**src/rtl/fsm_seq_ctrl_if.sv**
```systemverilog
// fsm_seq_ctrl_if: request/response bus between requesters and the shared-detector controller
//   req_valid/req_ready/req_data : per-requester word submission, word i at [i*WIDTH +: WIDTH]
//   rsp_valid/rsp_ready          : result handshake
//   rsp_id/rsp_count             : requester index and hit count of the result
//   master = requester side, slave = controller side
interface fsm_seq_ctrl_if #(
    parameter int NREQ  = 4,
    parameter int WIDTH = 8
);
    localparam int IW = $clog2(NREQ);
    localparam int CW = $clog2(WIDTH + 1);
    logic [NREQ-1:0]       req_valid;
    logic [NREQ-1:0]       req_ready;
    logic [NREQ*WIDTH-1:0] req_data;
    logic                  rsp_valid;
    logic                  rsp_ready;
    logic [IW-1:0]         rsp_id;
    logic [CW-1:0]         rsp_count;
    modport master (
        output req_valid, req_data, rsp_ready,
        input  req_ready, rsp_valid, rsp_id, rsp_count
    );
    modport slave (
        input  req_valid, req_data, rsp_ready,
        output req_ready, rsp_valid, rsp_id, rsp_count
    );
endinterface

```
**src/rtl/fsm_seq_ctrl.sv**
```systemverilog
// fsm_seq_ctrl: round-robin shares one bit-serial pattern detector between NREQ requesters
//   clk       : clock, rising edge
//   rst       : asynchronous active-low reset
//   bus       : fsm_seq_ctrl_if.slave, request and response handshakes
//   det_rst   : detector reset, active-high
//   det_din   : serial bit to the detector, word sent MSB-first
//   det_dout  : detector hit, sampled only while shifting
//   stat_words/stat_hits : saturating statistics, present only with FSM_SEQ_STAT_EN defined
module fsm_seq_ctrl #(
    parameter int NREQ  = 4,
    parameter int WIDTH = 8
) (
    input  logic                clk,
    input  logic                rst,
    fsm_seq_ctrl_if.slave       bus,
    output logic                det_rst,
    output logic                det_din,
    input  logic                det_dout
`ifdef FSM_SEQ_STAT_EN
    ,
    output logic [15:0]         stat_words,
    output logic [15:0]         stat_hits
`endif
);
    localparam int IW = $clog2(NREQ);
    localparam int CW = $clog2(WIDTH + 1);
    localparam logic [1:0] IDLE  = 2'd0;
    localparam logic [1:0] PRIME = 2'd1;
    localparam logic [1:0] SHIFT = 2'd2;
    localparam logic [1:0] RESP  = 2'd3;
    logic [1:0]       state;
    logic [IW-1:0]    ptr;
    logic [IW-1:0]    id;
    logic [WIDTH-1:0] sreg;
    logic [CW-1:0]    bcnt;
    logic [CW-1:0]    hits;
    logic [IW-1:0]    gnt_id;
    logic             found;
    // first valid requester at or after ptr, wrapping
    always_comb begin
        found  = 1'b0;
        gnt_id = '0;
        for (int k = 0; k < NREQ; k++) begin
            if (!found && bus.req_valid[(int'(ptr) + k) % NREQ]) begin
                found  = 1'b1;
                gnt_id = IW'((int'(ptr) + k) % NREQ);
            end
        end
    end
    // rst gating keeps req_ready low while reset is held even though state reads IDLE
    wire accept = rst && state == IDLE && found;
    assign bus.req_ready = accept ? NREQ'(1) << gnt_id : '0;
    assign bus.rsp_valid = state == RESP;
    assign bus.rsp_id    = id;
    assign bus.rsp_count = hits;
    assign det_rst       = state == IDLE || state == RESP;
    assign det_din       = state == SHIFT && sreg[WIDTH-1];
    always_ff @(posedge clk or negedge rst) begin
        if (!rst) begin
            state <= IDLE;
            ptr   <= '0;
            id    <= '0;
            sreg  <= '0;
            bcnt  <= '0;
            hits  <= '0;
        end else begin
            case (state)
                IDLE: if (accept) begin
                    sreg  <= bus.req_data[int'(gnt_id)*WIDTH +: WIDTH];
                    id    <= gnt_id;
                    ptr   <= gnt_id == IW'(NREQ - 1) ? '0 : gnt_id + 1'b1;
                    hits  <= '0;
                    state <= PRIME;
                end
                PRIME: begin
                    bcnt  <= '0;
                    state <= SHIFT;
                end
                SHIFT: begin
                    sreg  <= sreg << 1;
                    hits  <= hits + CW'(det_dout);
                    bcnt  <= bcnt + 1'b1;
                    state <= bcnt == CW'(WIDTH - 1) ? RESP : SHIFT;
                end
                default: state <= bus.rsp_ready ? IDLE : RESP;
            endcase
        end
    end
`ifdef FSM_SEQ_STAT_EN
    wire [16:0] hit_sum = {1'b0, stat_hits} + 17'(hits);
    always_ff @(posedge clk or negedge rst) begin
        if (!rst) begin
            stat_words <= '0;
            stat_hits  <= '0;
        end else if (bus.rsp_valid && bus.rsp_ready) begin
            stat_words <= &stat_words ? stat_words : stat_words + 1'b1;
            stat_hits  <= hit_sum[16] ? 16'hFFFF : hit_sum[15:0];
        end
    end
`endif
endmodule
```
**src/flat_wrapper.sv**
```systemverilog
// flat-port wrapper written by rule: the top's interface ports become plain ports
module fsm_seq_ctrl_flat 
#(
    parameter int NREQ  = 4,
    parameter int WIDTH = 8
)
  (clk, rst, det_rst, det_din, det_dout, bus_req_valid, bus_req_data, bus_rsp_ready, bus_req_ready, bus_rsp_valid, bus_rsp_id, bus_rsp_count);
  fsm_seq_ctrl_if #(.NREQ(NREQ), .WIDTH(WIDTH)) bus_i ();
  input  logic clk;
  input  logic rst;
  output logic det_rst;
  output logic det_din;
  input  logic det_dout;
  input wire logic [$bits(bus_i.req_valid)-1:0] bus_req_valid;
  input wire logic [$bits(bus_i.req_data)-1:0] bus_req_data;
  input wire logic [$bits(bus_i.rsp_ready)-1:0] bus_rsp_ready;
  output wire logic [$bits(bus_i.req_ready)-1:0] bus_req_ready;
  output wire logic [$bits(bus_i.rsp_valid)-1:0] bus_rsp_valid;
  output wire logic [$bits(bus_i.rsp_id)-1:0] bus_rsp_id;
  output wire logic [$bits(bus_i.rsp_count)-1:0] bus_rsp_count;
  assign bus_i.req_valid = bus_req_valid;
  assign bus_i.req_data = bus_req_data;
  assign bus_i.rsp_ready = bus_rsp_ready;
  assign bus_req_ready = bus_i.req_ready;
  assign bus_rsp_valid = bus_i.rsp_valid;
  assign bus_rsp_id = bus_i.rsp_id;
  assign bus_rsp_count = bus_i.rsp_count;
  fsm_seq_ctrl #(.NREQ(NREQ), .WIDTH(WIDTH)) u_core (.clk(clk), .rst(rst), .bus(bus_i), .det_rst(det_rst), .det_din(det_din), .det_dout(det_dout));
endmodule
```
**config.mk**
```make
export PLATFORM = sky130hd
export DESIGN_NAME = fsm_seq_ctrl_flat
export DESIGN_NICKNAME = d
export VERILOG_FILES = /design/src/rtl/fsm_seq_ctrl_if.sv /design/src/rtl/fsm_seq_ctrl.sv /design/src/flat_wrapper.sv
export SDC_FILE = /design/constraint.sdc
export NUM_CORES = 1
export LEC_CHECK = 0
export CORE_MARGIN = 2
export CORE_UTILIZATION = 46
export DETAILED_ROUTE_END_ITERATION = 16
export PLACE_DENSITY = 0.81
export SYNTH_ARGS = -nofsm -noshare
export SYNTH_HDL_FRONTEND = slang
export SYNTH_SLANG_ARGS = --single-unit
export TNS_END_PERCENT = 5
```
**constraint.sdc**
```tcl
create_clock -name clk -period 2.66 [get_ports clk]
set_clock_uncertainty 0.1 [all_clocks]
set_input_delay 0.266 -clock clk [delete_from_list [all_inputs] [get_ports clk]]
set_output_delay 0.266 -clock clk [all_outputs]
set_load 0.01 [all_outputs]
```
**Yosys cells after proc, flatten, opt, wreduce, memory -nomap -nowiden**

Index checks and enable logic that the tools add are counted.

- Output and inout bits: 13
- Bits in registers: 22
- Logic and storage cells: 75
- Input bits: 40

- $add $sub $neg: 6
- Reduce and logical (&&, ||, !) cells: 18
- Shift-type cells: 2
- Eq/ne operators: 6
- Bitwise gates (word level): 3
- Mux-type cells: 30
- Order comparisons: 4

Operators with widths:

| operator | number |
|---|---|
| $shiftx 32x6->8 | 1 |
| $pmux 4 s2 | 2 |
| $pmux 8 s2 | 1 |
| $mux 2 | 7 |
| $lt 3x4->1 const B | 3 |
| $mux 1 | 12 |
| $bmux 1 s2 | 4 |
| $mux 4 | 2 |
| $mux 8 | 1 |
| $eq 2x2->1 const B | 3 |
| $logic_and 1x1->1 | 6 |
| $pmux 2 s3 | 1 |
| $reduce_or 2->1 | 3 |
| $add 2x1->2 const B | 2 |
| $add 2x2->2 const B | 2 |
| $add 4x1->4 | 1 |
| $add 4x1->4 const B | 1 |
| $eq 4x3->1 const B | 1 |
| $reduce_and 2->1 | 2 |
| $reduce_bool 2->1 | 2 |
| $shl 1x2->4 const A | 1 |
| $and 1x1->1 const A | 3 |
| $logic_not 1->1 | 3 |
| $lt 2x3->1 const B | 1 |
| 4 further kinds | 4 |

**Longest topological paths before layout**

- Word-level depth: 17
- Mapped depth: 8
- Mapped depth without buffers: 8

**Least setup slack after synthesis**

Ideal clock, no wire load.

- Kind: reg2out
- Start point: register u_core.ptr[1]
- End point: output bus_req_ready[0]
- Path slack: 0.684 ns
- Stages on the path, launching flop included: 8
- Required time: 2.294 ns
- Arrival: 1.610 ns
- Path buffers: 1
- Path through: dfrtp_1 -> mux2i_1 -> nor2_1 -> a311oi_2 -> buf_6 -> inv_1 -> ha_1 -> and2_1

- Word-level cells in the longest chain between the ends: 14
- Elaborated cells between the ends (all ways): 31
- Classes of those cells: 3 x add/sub; 1 x shift; 20 x mux; 7 x reduce/logical

Ends and longest elaborated chain:

| what | line | text |
|---|---|---|
| start, declared | fsm_seq_ctrl.sv:32 | `logic [IW-1:0] ptr;` |
| start signal, assigned | fsm_seq_ctrl.sv:71 | `ptr <= gnt_id == IW'(NREQ - 1) ? '0 : gnt_id + 1'b1;` |
| $add 2x1->2 / $bmux 1 s2 (equally long branches) | fsm_seq_ctrl.sv:44 | `if (!found && bus.req_valid[(int'(ptr) + k) % NREQ]) begin` |
| $bmux 1 s2 / $mux 1 (equally long branches) | fsm_seq_ctrl.sv:44 |  |
| $mux 1 (not written as such) | fsm_seq_ctrl.sv:44 |  |
| $mux 1 (not written as such) / $logic_not 1->1 (equally long branches) | fsm_seq_ctrl.sv:44 |  |
| $logic_and 1x1->1 | fsm_seq_ctrl.sv:44 |  |
| $mux 1 | fsm_seq_ctrl.sv:44 |  |
| $logic_not 1->1 | fsm_seq_ctrl.sv:44 |  |
| $logic_and 1x1->1 | fsm_seq_ctrl.sv:44 |  |
| $mux 1 | fsm_seq_ctrl.sv:44 |  |
| $logic_not 1->1 | fsm_seq_ctrl.sv:44 |  |
| $logic_and 1x1->1 | fsm_seq_ctrl.sv:44 |  |
| $mux 2 (*) | fsm_seq_ctrl.sv:44 |  |
| named net u_core.gnt_id[0] | fsm_seq_ctrl.sv:37 | `logic [IW-1:0] gnt_id;` |
| $shl 1x2->4 (*) | fsm_seq_ctrl.sv:52 | `assign bus.req_ready = accept ? NREQ'(1) << gnt_id : '0;` |
| $mux 4 (*) | fsm_seq_ctrl.sv:52 |  |
| end, declared | flat_wrapper.sv:17 | `output wire logic [$bits(bus_i.req_ready)-1:0] bus_req_ready;` |

The timed path passes the listed nets; every way through them passes the cells marked *. The select of a mux whose other input is x is not followed.

**Worst setup path after layout**

- Start point: register u_core.ptr[1]
- End point: output bus_req_ready[3]

- Word-level cells in the longest chain between the ends: 14
- Elaborated cells between the ends (all ways): 31
- Classes of those cells: 3 x add/sub; 1 x shift; 20 x mux; 7 x reduce/logical

Ends and longest elaborated chain:

| what | line |
|---|---|
| $add 2x1->2 / $bmux 1 s2 (equally long branches) | fsm_seq_ctrl.sv:44, fsm_seq_ctrl.sv:46 |
| $bmux 1 s2 / $mux 1 (equally long branches) | fsm_seq_ctrl.sv:44 |
| $mux 1 (not written as such) | fsm_seq_ctrl.sv:44 |
| $mux 1 (not written as such) / $logic_not 1->1 (equally long branches) | fsm_seq_ctrl.sv:44 |
| $logic_and 1x1->1 | fsm_seq_ctrl.sv:44 |
| $mux 1 | fsm_seq_ctrl.sv:44 |
| $logic_not 1->1 | fsm_seq_ctrl.sv:44 |
| $logic_and 1x1->1 | fsm_seq_ctrl.sv:44 |
| $mux 1 | fsm_seq_ctrl.sv:44 |
| $logic_not 1->1 | fsm_seq_ctrl.sv:44 |
| $logic_and 1x1->1 | fsm_seq_ctrl.sv:44 |
| $mux 2 / $mux 1 (equally long branches) | fsm_seq_ctrl.sv:44 |
| $shl 1x2->4 / $logic_and 1x1->1 (equally long branches) | fsm_seq_ctrl.sv:52, fsm_seq_ctrl.sv:51 |
| $mux 4 (*) | fsm_seq_ctrl.sv:52 |

Mark *: on every way between the ends. The rest lies on a longest branch, timed or not. The select of a mux whose other input is x is not followed.

==> impl_metrics.tcl <==
set metrics [dict create \
    ant_nets 0 \
    status "completed" \
    cpMaxStageDelayCell "clkdlybuf4s50_1" \
    wl_met1_um 1440 \
    num_rows 21 \
    whs_ps 229.6 \
    cts_buffers 3 \
    r2r_start "u_core.ptr[1]" \
    p_leak_uw 0.001010 \
    drv_cap 0 \
    slowest_delay_ps 530 \
    critPathKind "reg -> out" \
    route.detailed.drc 0 \
    synth_area_leader_cell "dfrtp_1" \
    path_max_fanout 5 \
    first_pass_iters 4 \
    r2r_slack_ps 630 \
    clk_path_buf_depth 2 \
    ys_top_cells_by_area "dfrtp_1 35%, mux2i_1 11%, ha_1 8.0%, mux2_4 4.8%, mux2_2 4.3%" \
    required_ps 2290 \
    rsz0062_at_grt "true" \
    arrival_ps 2220 \
    synth-seq-cells 22 \
    synth_top_area_share_pct 35.12 \
    clock-sinks 22 \
    htreeDepth 1 \
    syn-instance-count 163 \
    wl_met2_um 1573 \
    core_mm2 0.003311 \
    cp-start-kind "flip-flop" \
    dr_total_vias 1344 \
    crit_buf_inv 1 \
    area_growth_pct 40.94 \
    wirelength_um 3209 \
    die_y_um 62.38 \
    cp_top_family "buffers and inverters" \
    grt_pass1_vias 1348 \
    finalCritPeriodShare_pct 97.29 \
    cts_tree "done" \
    final_nets 272 \
    worstMarginPinSlew_ps 475.2 \
    cp_num_cells 6 \
    met3_length_um 116 \
    hp-class "in -> async" \
    min_period_ps 2588 \
    yosysSeqAreaShare_pct 35.12 \
    place.gp.congestion 0.7892 \
    ir_drop_mv 0.5313 \
    dp_cells 261 \
    ys_warn_count 0 \
    cp-endpoint "bus_req_ready[3]" \
    r2r-end "u_core.sreg[2]" \
    clk_latency_ps 320 \
    avgSynthCellArea_um2 9.618 \
    grt_max_degree 23 \
    antennaDiodeCount 0 \
    drt_iter0_drc 72 \
    p_per_area_mw_per_mm2 883.1 \
    startpoint "u_core.ptr[1]" \
    syn-num-nets 213 \
    grt_overflow_total 0 \
    grt_pass1_wl_um 5713 \
    r2r_cells 6 \
    antenna_found_initial 0 \
    port_buffers 52 \
    setup_viol 0 \
    wire_per_inst_um 12.02 \
    synth_cell_types 31 \
    io_pins 53 \
    die_area_mm2 0.003891 \
    max_freq_mhz 386.4 \
    cts_hold_buf 0 \
    fillerInstances 282 \
    topRoutingLayerUsed "met4" \
    layout-drive-gt1-share_pct 14.03 \
    hold_viol_final 0 \
    path_cells "mux2i_1 > nor2_1 > a311oi_2 > ha_1 > and2_1 > clkdlybuf4s50_1" \
    max_slew_margin_pct 68.11 \
    start_util_pct 47.35 \
    cts.root.buffer_cell "clkbuf_4" \
    viasPerCell 5.034 \
    syn-cell-area_mm2 0.001568 \
    track_usage_pct 17.91 \
    cts.clk_slew.worst_paths_ps 130 \
    final_max_slew_viol_count 0 \
    final_cell_count_no_fill 267 \
    cp-end-kind "output pin" \
    dieWidth_um 62.38 \
    detailed_place_hpwl_um 2546 \
]
-- through the flow --
stage	worst slack, ps	setup TNS [ps]	utilization, %	instance area (um^2)	power, uW
floorplan	683.7	0	-	1568	1360
global placement	83.99	0	64.36	2131	1647
detailed placement	37.20	0	64.36	2131	1677
CTS	36.05	0	65.99	2185	1943
global route	-43.13	-43.13	66.74	2210	2113
finish	72.08	0	66.74	2210	1951
-- worst reg2reg max path: stages (launching register included) --
cell and delay (ps):
dfrtp_2 430, mux2i_1 190, nor2_1 60, a311oi_2 380, buf_4 280, mux2_2 360
o21ai_0 160
-- cell usage after synthesis, drive strengths merged --
library cell and count:
dfrtp 22, mux2i 18, a21oi 15, nor2 15, inv 14, nand2 14, o21ai 13, mux2 11
ha 10, and2 5, buf 4, nand3 4, clkbuf 3, a22o 2, a311oi 2, a32o 2
nor3 2, nand2b 1, nand4 1, nor4 1, o221ai 1, o22ai 1, o2bb2a 1, o2bb2ai 1
-- what timing repair did --
item                                    in CTS  in global routing
buffers inserted                             0                  2
pin swaps                                    1                  2
endpoints found under the setup margin       4                  2
resized for setup                            4                  3
-- cells in the final DEF, fill, tap and decap left out, drive strengths merged --
master,instances
a32o,2
buf,9
nand2b,1
bufinv,1
o2bb2a,1
o21ai,13
o2bb2ai,1
clkdlybuf4s50,49
o221ai,1
mux2,11
clkbuf,3
a21oi,15
nand4,1
a22o,2
nor2,15
inv,14
nand2,14
dlymetal6s2s,1
nor4,1
mux2i,18
nand3,4
dfrtp,22
nor3,2
o22ai,1
ha,10
a311oi,2
and2,5
dlygate4sd2,2
-- power breakdown --
group / leakage [uW] / switching, uW / internal (uW)
logic: 0.000699 / 561 / 576
registers: 0.000284 / 91.4 / 461
clock network: 0.0000279 / 111 / 152
total: 0.00101 / 763 / 1190
-- worst min-delay path by stage --
stage / slack, ps / startpoint / endpoint / cells past startpoint
after floorplan: -130 / rst / u_core.bcnt[0] / 0
after global placement: 380 / u_core.sreg[2] / u_core.sreg[2] / 2
after detailed placement: 390 / u_core.sreg[6] / u_core.sreg[6] / 2
after CTS: 230 / rst / u_core.bcnt[0] / 2
after global routing: 260 / rst / u_core.bcnt[0] / 2
final: 230 / rst / u_core.bcnt[0] / 2
-- logic make-up (layout without fill, tap and decap cells) --
family	count (synthesis)	in the layout	share of synthesized area (%)
AO/OA/AOI/OAI	38	38	16.60
adder cells (fa/ha/maj)	10	10	7.981
buffers and inverters	21	79	7.661
flip-flops	22	22	35.12
multiplexers	29	29	20.59
AND/OR/NAND/NOR	43	43	12.05
-- area by class of cell --
class	count	area (um^2)	area share [%]
clock buffers	3	22.52	1.019
repair buffers	61	588.1	26.61
flip-flops and latches	22	551.8	24.97
multi-input cells	120	907.1	41.05
well taps	46	57.56	2.605
clock inverters	1	30.03	1.359
inverters	14	52.55	2.378
-- sequential cells by signal (all words and copies together) (netlist names) --
name and cells:
u_core.state 2, u_core.sreg 8, u_core.bus.rsp_count 4, u_core.ptr 2, u_core.bcnt 4, u_core.bus.rsp_id 2
-- routing by layer --
layer / up-vias / global-route usage, %
met5: - / 0
met4: 0 / 8.333
met3: 7 / 1.982
met2: 37 / 31.66
met1: 612 / 21.89
li1: 688 / -
Power figures use the tool's default switching activity.
